[src/rtl/iso_bus_pipe.sv]
// iso_bus_pipe: N-stage registered valid/ready bus pipeline where each stage
// lives in its own switchable power domain. A stage asked to isolate first
// drains its held word downstream, then clamps; on release it spends one
// WAKE cycle clearing its register before it accepts traffic again.
module iso_bus_pipe #(
  parameter int                WIDTH     = 8,
  parameter int                NSTAGES   = 3,
  parameter logic [WIDTH-1:0]  ISO_CLAMP = '0
) (
  input  logic               ck,
  input  logic               arst,
  input  logic               in_start,
  input  logic [WIDTH-1:0]   in_data,
  output logic               in_rdy,
  output logic               out_exec,
  output logic [WIDTH-1:0]   out_data,
  input  logic               out_rdy,
  input  logic [NSTAGES-1:0] iso_req,
  output logic [NSTAGES-1:0] iso_ack
);

  typedef enum logic [1:0] {
    ST_RUN   = 2'd0,
    ST_DRAIN = 2'd1,
    ST_ISO   = 2'd2,
    ST_WAKE  = 2'd3
  } stage_state_t;

  // Per-stage views collected from the generate blocks below.
  logic [NSTAGES-1:0] valid_reg;          // stage holds a word
  logic [NSTAGES-1:0] ack_reg;            // stage clamp active
  logic [NSTAGES-1:0] run;                // stage is in RUN and may accept
  logic [NSTAGES-1:0] vis;                // word visible past the clamp
  logic [NSTAGES-1:0] take;               // word leaves the stage this cycle
  logic [NSTAGES:0]   rdy;                // rdy[i]: stage i accepts; rdy[NSTAGES] = sink
  logic [WIDTH-1:0]   d_vis [NSTAGES];    // data seen downstream of each stage

  // Ready ripples back from the sink; a full stage is ready only if it empties this cycle.
  always_comb begin
    rdy          = '0;
    take         = '0;
    rdy[NSTAGES] = out_rdy;
    for (int i = NSTAGES - 1; i >= 0; i--) begin
      take[i] = vis[i] && rdy[i+1];
      rdy[i]  = run[i] && (!valid_reg[i] || take[i]);
    end
  end

  for (genvar gi = 0; gi < NSTAGES; gi++) begin : g_stage
    stage_state_t     st_reg;
    logic             v_reg;
    logic             a_reg;
    logic [WIDTH-1:0] d_reg;
    logic             vin;
    logic [WIDTH-1:0] din;

    if (gi == 0) begin : g_head
      assign vin = in_start;
      assign din = in_data;
    end else begin : g_body
      assign vin = vis[gi-1];
      assign din = d_vis[gi-1];
    end

    // Drain-then-isolate handshake; the ack register rises with entry into ISO
    // and falls when WAKE hands the stage back to RUN.
    always_ff @(posedge ck or posedge arst) begin
      if (arst) begin
        st_reg <= ST_RUN;
        a_reg  <= 1'b0;
      end else begin
        case (st_reg)
          ST_RUN: begin
            if (iso_req[gi]) st_reg <= ST_DRAIN;
          end
          ST_DRAIN: begin
            if (!iso_req[gi]) begin
              st_reg <= ST_RUN;
            end else if (!v_reg || take[gi]) begin
              st_reg <= ST_ISO;
              a_reg  <= 1'b1;
            end
          end
          ST_ISO: begin
            if (!iso_req[gi]) st_reg <= ST_WAKE;
          end
          ST_WAKE: begin
            st_reg <= ST_RUN;
            a_reg  <= 1'b0;
          end
          default: begin
            st_reg <= ST_RUN;
            a_reg  <= 1'b0;
          end
        endcase
      end
    end

    // Word register: cleared while waking (its content is untrusted after power-up),
    // loaded on accept, emptied when the word moves downstream.
    always_ff @(posedge ck or posedge arst) begin
      if (arst) begin
        v_reg <= 1'b0;
        d_reg <= ISO_CLAMP;
      end else if (st_reg == ST_WAKE) begin
        v_reg <= 1'b0;
        d_reg <= ISO_CLAMP;
      end else if (vin && rdy[gi]) begin
        v_reg <= 1'b1;
        d_reg <= din;
      end else if (take[gi]) begin
        v_reg <= 1'b0;
      end
    end

    assign valid_reg[gi] = v_reg;
    assign ack_reg[gi]   = a_reg;
    assign run[gi]       = (st_reg == ST_RUN);
    assign vis[gi]       = v_reg && !a_reg;
    assign d_vis[gi]     = a_reg ? ISO_CLAMP : d_reg;
  end

  assign in_rdy   = rdy[0];
  assign out_exec = vis[NSTAGES-1];
  assign out_data = d_vis[NSTAGES-1];
  assign iso_ack  = ack_reg;

endmodule
[config.mk]
export PLATFORM = sky130hd
export DESIGN_NAME = iso_bus_pipe
export DESIGN_NICKNAME = d
export VERILOG_FILES = /design/src/rtl/iso_bus_pipe.sv
export SDC_FILE = /design/constraint.sdc
export NUM_CORES = 1
export LEC_CHECK = 0
export ABC_AREA = 1
export BUFFER_PORTS_ARGS = -buffer_cell sky130_fd_sc_hd__buf_2
export CAP_MARGIN = 20
export CORE_MARGIN = 5
export CORE_UTILIZATION = 50
export CTS_BUF_LIST = sky130_fd_sc_hd__clkbuf_2
export DETAILED_ROUTE_END_ITERATION = 8
export GPL_TIMING_DRIVEN = 0
export PLACE_DENSITY_LB_ADDON = 0.3
export SYNTH_ARGS = -nofsm -noshare
export SYNTH_HDL_FRONTEND = slang
export SYNTH_SLANG_ARGS = --single-unit
export TNS_END_PERCENT = 10
[constraint.sdc]
create_clock -name ck -period 1.85 [get_ports ck]
set_clock_uncertainty 0.05 [all_clocks]
set_input_delay 0.2775 -clock ck [delete_from_list [all_inputs] [get_ports ck]]
set_output_delay 0.2775 -clock ck [all_outputs]
set_load 0.01 [all_outputs]
==> metrics, run 1 <==
WHS Path Cells=3; Int Power=0.00177 W; antenna-violating nets left=0; FF+latch area=902 µm²; Multi-input gate area=562 µm²; Final Util=64.5%; clk slew on worst S/H paths=0.17 ns; Routed WL=3380 µm; n_diodes=0; vias per cell=4.90; status=finished with violations; cell count of the worst reg-to-reg path=12; crit end category=output pin; Final Max Tran Viols=0; Placed Cells incl. Taps=249; total die area=4410 µm²; CP Data Arrival Time=1.56 ns; overall power=0.00299 W; io pins=28; Port Buffers=26; met3 Resource Use GR=4.42%; initial antenna violation count=0; class of the most critical setup path=reg2out; routing usage on met2=29.2%; gr ovfl total=0; Tmin final=1.89 ns; Worst-Skew Late Latency=0.37 ns; Critical Path RT=1.52 ns; failing checks=setup timing; Placer Congestion=0.788; Die Wd=66.4 µm; DR DRC count=0; H-tree levels=2; Cell Area, Synth=1590 µm²; CTS tree=yes; Synth Area per Inst=8.95 µm²; number of fill cells=271; hold_sp=in_data[2]; Yosys cell types=21; Mapped Nets=193; CP Max Fanout=4; Tcrit/Tclk final=102%; hold endpoint=g_stage[0].d_reg[2]; YS warnings=0; synthesized flop and latch total=36; largest net degree at the start of global routing=27; Comb pwr share=45.8%; reg2reg start=g_stage[2].st_reg[0]; Net Sw Frac=40.9%; core area=3050 µm²; P_sw=0.00123 W; Hold Violations, Final=0; fmax=529 MHz; Iteration-0 DRC Markers=52; num rows=20; Via Count=1307; slew margin rel.=65.5%; final worst slack=-0.0406 ns; Area after DPL=1810 µm²; Initial Util=52.2%; sequential fraction of the synthesis area=56.6%; nets@finish=238; RSZ-0062 raised after global routing=true; peak supply drop=935 µV; slew of the pin with the lowest slew margin=0.516 ns; share of power burned in registers=43.5%; clock sink count=36; Total GRT Usage=17.2%; design area=1970 µm²; max reg flops=24; clock tree buffer depth=2; number of global-route vias before repair=1330; WL/cell=12.7 µm; 1st-pass router iterations=4; Clock power frac=10.8%; global routing's busiest layer=met2; area grow syn2layout=23.7%; DPL Wire Length=2360 µm; internal reg-to-reg setup slack=0.06 ns; Mapped Cells=178; CTS Buf Count=5; Clock Root Buffer=clkbuf_2; pwr dens=1520 nW/µm²; Hold Path Class=in2reg; first-pass GRT wire length=5740 µm; GR met1 Demand/Resource=20.4%; capture point of the worst reg-to-reg path=g_stage[0].d_reg[3]; leakage power=1.04 nW; dpl ws=0.0534 ns; Die Y=66.4 µm; final non-filler cell total=267; share of layout cells above drive strength 1=28.7%; final setup vio count=1; max cap viols=0; Critical Path Start Type=flip-flop
timing repair:
item,4_1_cts,5_1_grt
hold buffers,1,0
pin swaps,4,7
endpoints found under the hold margin,10,0
gates resized for setup,4,10
setup endpoints to repair,1,6
buffers inserted,5,6
critical path: stages (launching register included):
cell,delay (ns)
dfrtp_1,0.46
inv_2,0.09
nand2_2,0.07
nor2_4,0.12
nand2_4,0.06
nand2_4,0.06
nand2_4,0.05
a21boi_4,0.15
buf_6,0.12
cell families after synthesis:
logic type / share of synthesized area [%]
AOI/OAI and AO/OA: 11.0
DFF: 56.6
buffers and inverters: 10.4
and+or+nand+nor: 22.1
through the flow:
stage               hold slack, ns  TNS (ns)
finish                      0.0705   -0.0406
floorplan                    0.361         0
global route                0.0542    -0.279
CTS                         0.0550    -0.145
global placement             0.436         0
detailed placement           0.273         0
Yosys cell counts (all sizes together):
master   n  share of area [%]
dfrtp   36                 57
nand3   35                 11
inv     33                7.8
nand2   25                6.8
nor2    12                3.3
o21ai   12                3.8
o22ai    9                3.5
buf      6                2.4
a21oi    3               0.94
nor3     2               0.63
a21boi   1                1.2
a22o     1               0.55
clkbuf   1               0.24
o211ai   1               0.47
o221ai   1               0.55
cell usage in the layout, fill, tap and decap left out, drive strengths merged, types with 2 or more instances in the layout:
cell	count
a21oi	3
buf	43
clkbuf	6
clkinv	2
dfrtp	36
inv	33
nand2	25
nand3	35
nor2	12
nor3	2
o21ai	12
o22ai	9
layer usage:
metal	vias up	wire, µm
met3	9	171
met1	602	1460
met4	0	65
li1	665	-
met2	31	1680
met5	-	0
power groups by stage:
stage / clock network, W / logic [W] / registers, W
after floorplan: 0 / 0.000867 / 0.00125
after CTS: 0.000335 / 0.00124 / 0.00128
final: 0.000322 / 0.00137 / 0.00130
after global routing: 0.000364 / 0.00152 / 0.00134
after detailed placement: 0 / 0.00114 / 0.00130
after global placement: 0 / 0.00108 / 0.00128
worst max path at each step:
stage	from	end	slack, ns	depth (start not counted)
after floorplan	g_stage[2].a_reg	in_rdy	0.34	8
after global placement	g_stage[2].a_reg	in_rdy	0.08	9
after detailed placement	g_stage[2].a_reg	in_rdy	0.05	9
after CTS	g_stage[2].a_reg	in_rdy	-0.15	9
after global routing	g_stage[2].st_reg[0]	in_rdy	-0.16	8
final	g_stage[2].st_reg[0]	in_rdy	-0.04	8
cell type report:
cell class                 instances  area share (%)
inverter                          33            6.41
sequential                        36            45.8
clock inverter                     2           0.381
clock buffer                       5            1.27
tap                               44            2.79
timing repair buffer              39            13.0
multi-input combinational        102            28.5
buffer                             6            1.84
Note: power is estimated with default switching activity, not from simulation.
==> run 2: changes to the inputs <==
- RECOVER_POWER: default -> 25
==> run 2 against run 1 <==
The flow still finishes with violations (setup timing). First-iteration DRC count grew 9.6%. Non-clock buffer count is the same. Maximum frequency shrank 0.12%. Via count grew 0.54%. Combinational power is essentially flat. Clock power is essentially flat. Wire length grew 0.30%. Critical path depth is the same. Critical endpoint unchanged.
==> metrics, run 2 (same netlist as run 1, synthesis figures left out) <==
core area=3050 µm² (unchanged); Area after DPL=1810 µm² (unchanged); hold_sp=in_data[2]; Critical Path RT=1.52 ns (about the same); slew of the pin with the lowest slew margin=0.614 ns (+0.0980 ns); CP Data Arrival Time=1.57 ns (about the same); status=finished with violations; WHS Path Cells=3 (unchanged); total die area=4410 µm² (unchanged); 1st-pass router iterations=4 (unchanged); leakage power=1.03 nW (-0.82%); first-pass GRT wire length=5740 µm (unchanged); Initial Util=52.2% (unchanged); clock sink count=36 (unchanged); H-tree levels=2 (unchanged); CP Max Fanout=4 (unchanged); max reg flops=24 (unchanged); final hold slack=0.0714 ns (+0.000883 ns); most common cell after layout, fill and taps aside=dfrtp_1; Tmin final=1.89 ns (+0.00223 ns); Final Util=63.8% (-0.74 points); crit end category=output pin; pwr dens=1530 nW/µm² (+0.99%); Tcrit/Tclk final=102% (+0.12 points); DR DRC count=0 (unchanged); Port Buffers=26 (unchanged); Die Wd=66.4 µm (unchanged); failing checks=setup timing; Total GRT Usage=17.2% (unchanged); fmax=528 MHz (-0.12%); final setup vio count=1 (unchanged); io pins=28 (unchanged); Clock Root Buffer=clkbuf_2; Via Count=1314 (+0.54%); Worst-Skew Late Latency=0.37 ns (about the same); Final Max Tran Viols=0 (unchanged); capture point of the worst reg-to-reg path=g_stage[0].d_reg[3]; Placer Congestion=0.788 (unchanged); internal reg-to-reg setup slack=0.06 ns (about the same); initial antenna violation count=0 (unchanged); CTS Buf Count=5 (unchanged); design area=1950 µm² (-1.1%); largest net degree at the start of global routing=27 (unchanged); clock tree buffer depth=2 (unchanged); CTS tree=yes; number of global-route vias before repair=1330 (unchanged); share of layout cells above drive strength 1=28.7% (unchanged); reg2reg start=g_stage[2].st_reg[0]; peak supply drop=932 µV (-0.34%); RSZ-0062 raised after global routing=true; WL/cell=12.7 µm (+0.30%); most frequent cells in the layout=dfrtp_1, nand3_1, inv_1, buf_2, nand2_1; cell count of the worst reg-to-reg path=12 (unchanged); Hold Path Class=in2reg; class of the most critical setup path=reg2out; slew margin rel.=59.0% (-6.5 points); gr ovfl total=0 (unchanged); antenna-violating nets left=0 (unchanged); max cap viols=0 (unchanged); Routed WL=3390 µm (+0.30%); clk slew on worst S/H paths=0.17 ns (about the same); Critical Path Start Type=flip-flop; n_diodes=0 (unchanged); Iteration-0 DRC Markers=57 (+9.6%); area grow syn2layout=22.3%; hold endpoint=g_stage[0].d_reg[2]; num rows=20 (unchanged); vias per cell=4.92 (+0.54%); final worst slack=-0.0428 ns (-0.00223 ns); DPL Wire Length=2360 µm (unchanged); Hold Violations, Final=0 (unchanged); nets@finish=238 (unchanged); Die Y=66.4 µm (unchanged)
[run 2: cell count changes in the layout (fill, tap and decap cells not counted)]
cell and change:
buf_16 -1, clkbuf_2 +1
[run 2: layer usage]
layer  vias up  part of all wire (%)  global-route usage (%)
met3         7                   4.9                    4.42
li1        666                     -                       -
met5         -                     0                       0
met4         0                   1.7                    7.36
met2        29                    50                    29.2
met1       612                    43                    20.4
[run 2: per-stage QoR]
step	cells	total power [W]	worst slack [ns]	setup TNS, ns
3_5_place_dp	249	0.00244	0.0534	0
2_1_floorplan	178	0.00212	0.337	0
4_1_cts	262	0.00286	-0.145	-0.145
3_3_place_gp	248	0.00236	0.0837	0
5_1_grt	267	0.00323	-0.156	-0.279
6_report	267	0.00299	-0.0428	-0.0428
[run 2: worst max-delay path, stage by stage, from the launching register on]
cell and delay, ns:
dfrtp_1 0.46, inv_2 0.09, nand2_2 0.07, nor2_4 0.12, nand2_4 0.06, nand2_4 0.06
nand2_4 0.06, a21boi_4 0.15, buf_6 0.12
[run 2: where the power goes]
group | switching (W) | internal, W
clock network | 0.000244 | 0.0000779
registers | 0.000202 | 0.00110
logic | 0.000780 | 0.000586
[run 2: timing repair]
action                                 4_1_cts  5_1_grt
hold buffers                                 1        0
pin swaps                                    4        7
setup buffers                                5        6
setup endpoints to repair                    1        6
gates resized for setup                      4       10
endpoints found under the hold margin       10        0
[run 2: how the worst max path moves through the flow]
stage	startpoint	end	slack (ns)	cells after the start
after floorplan	g_stage[2].a_reg	in_rdy	0.34	8
after global placement	g_stage[2].a_reg	in_rdy	0.08	9
after detailed placement	g_stage[2].a_reg	in_rdy	0.05	9
after CTS	g_stage[2].a_reg	in_rdy	-0.15	9
after global routing	g_stage[2].st_reg[0]	in_rdy	-0.16	8
final	g_stage[2].st_reg[0]	in_rdy	-0.04	8
[run 2: final cells by class]
cell class | instances | area (µm²)
Fill cell | 274 | 1100
Sequential cell | 36 | 902
Multi-Input combinational cell | 102 | 562
Timing Repair Buffer | 39 | 234
Inverter | 33 | 126
Tap cell | 44 | 55.1
Buffer | 6 | 36.3
Clock buffer | 5 | 25.0
Clock inverter | 2 | 7.51
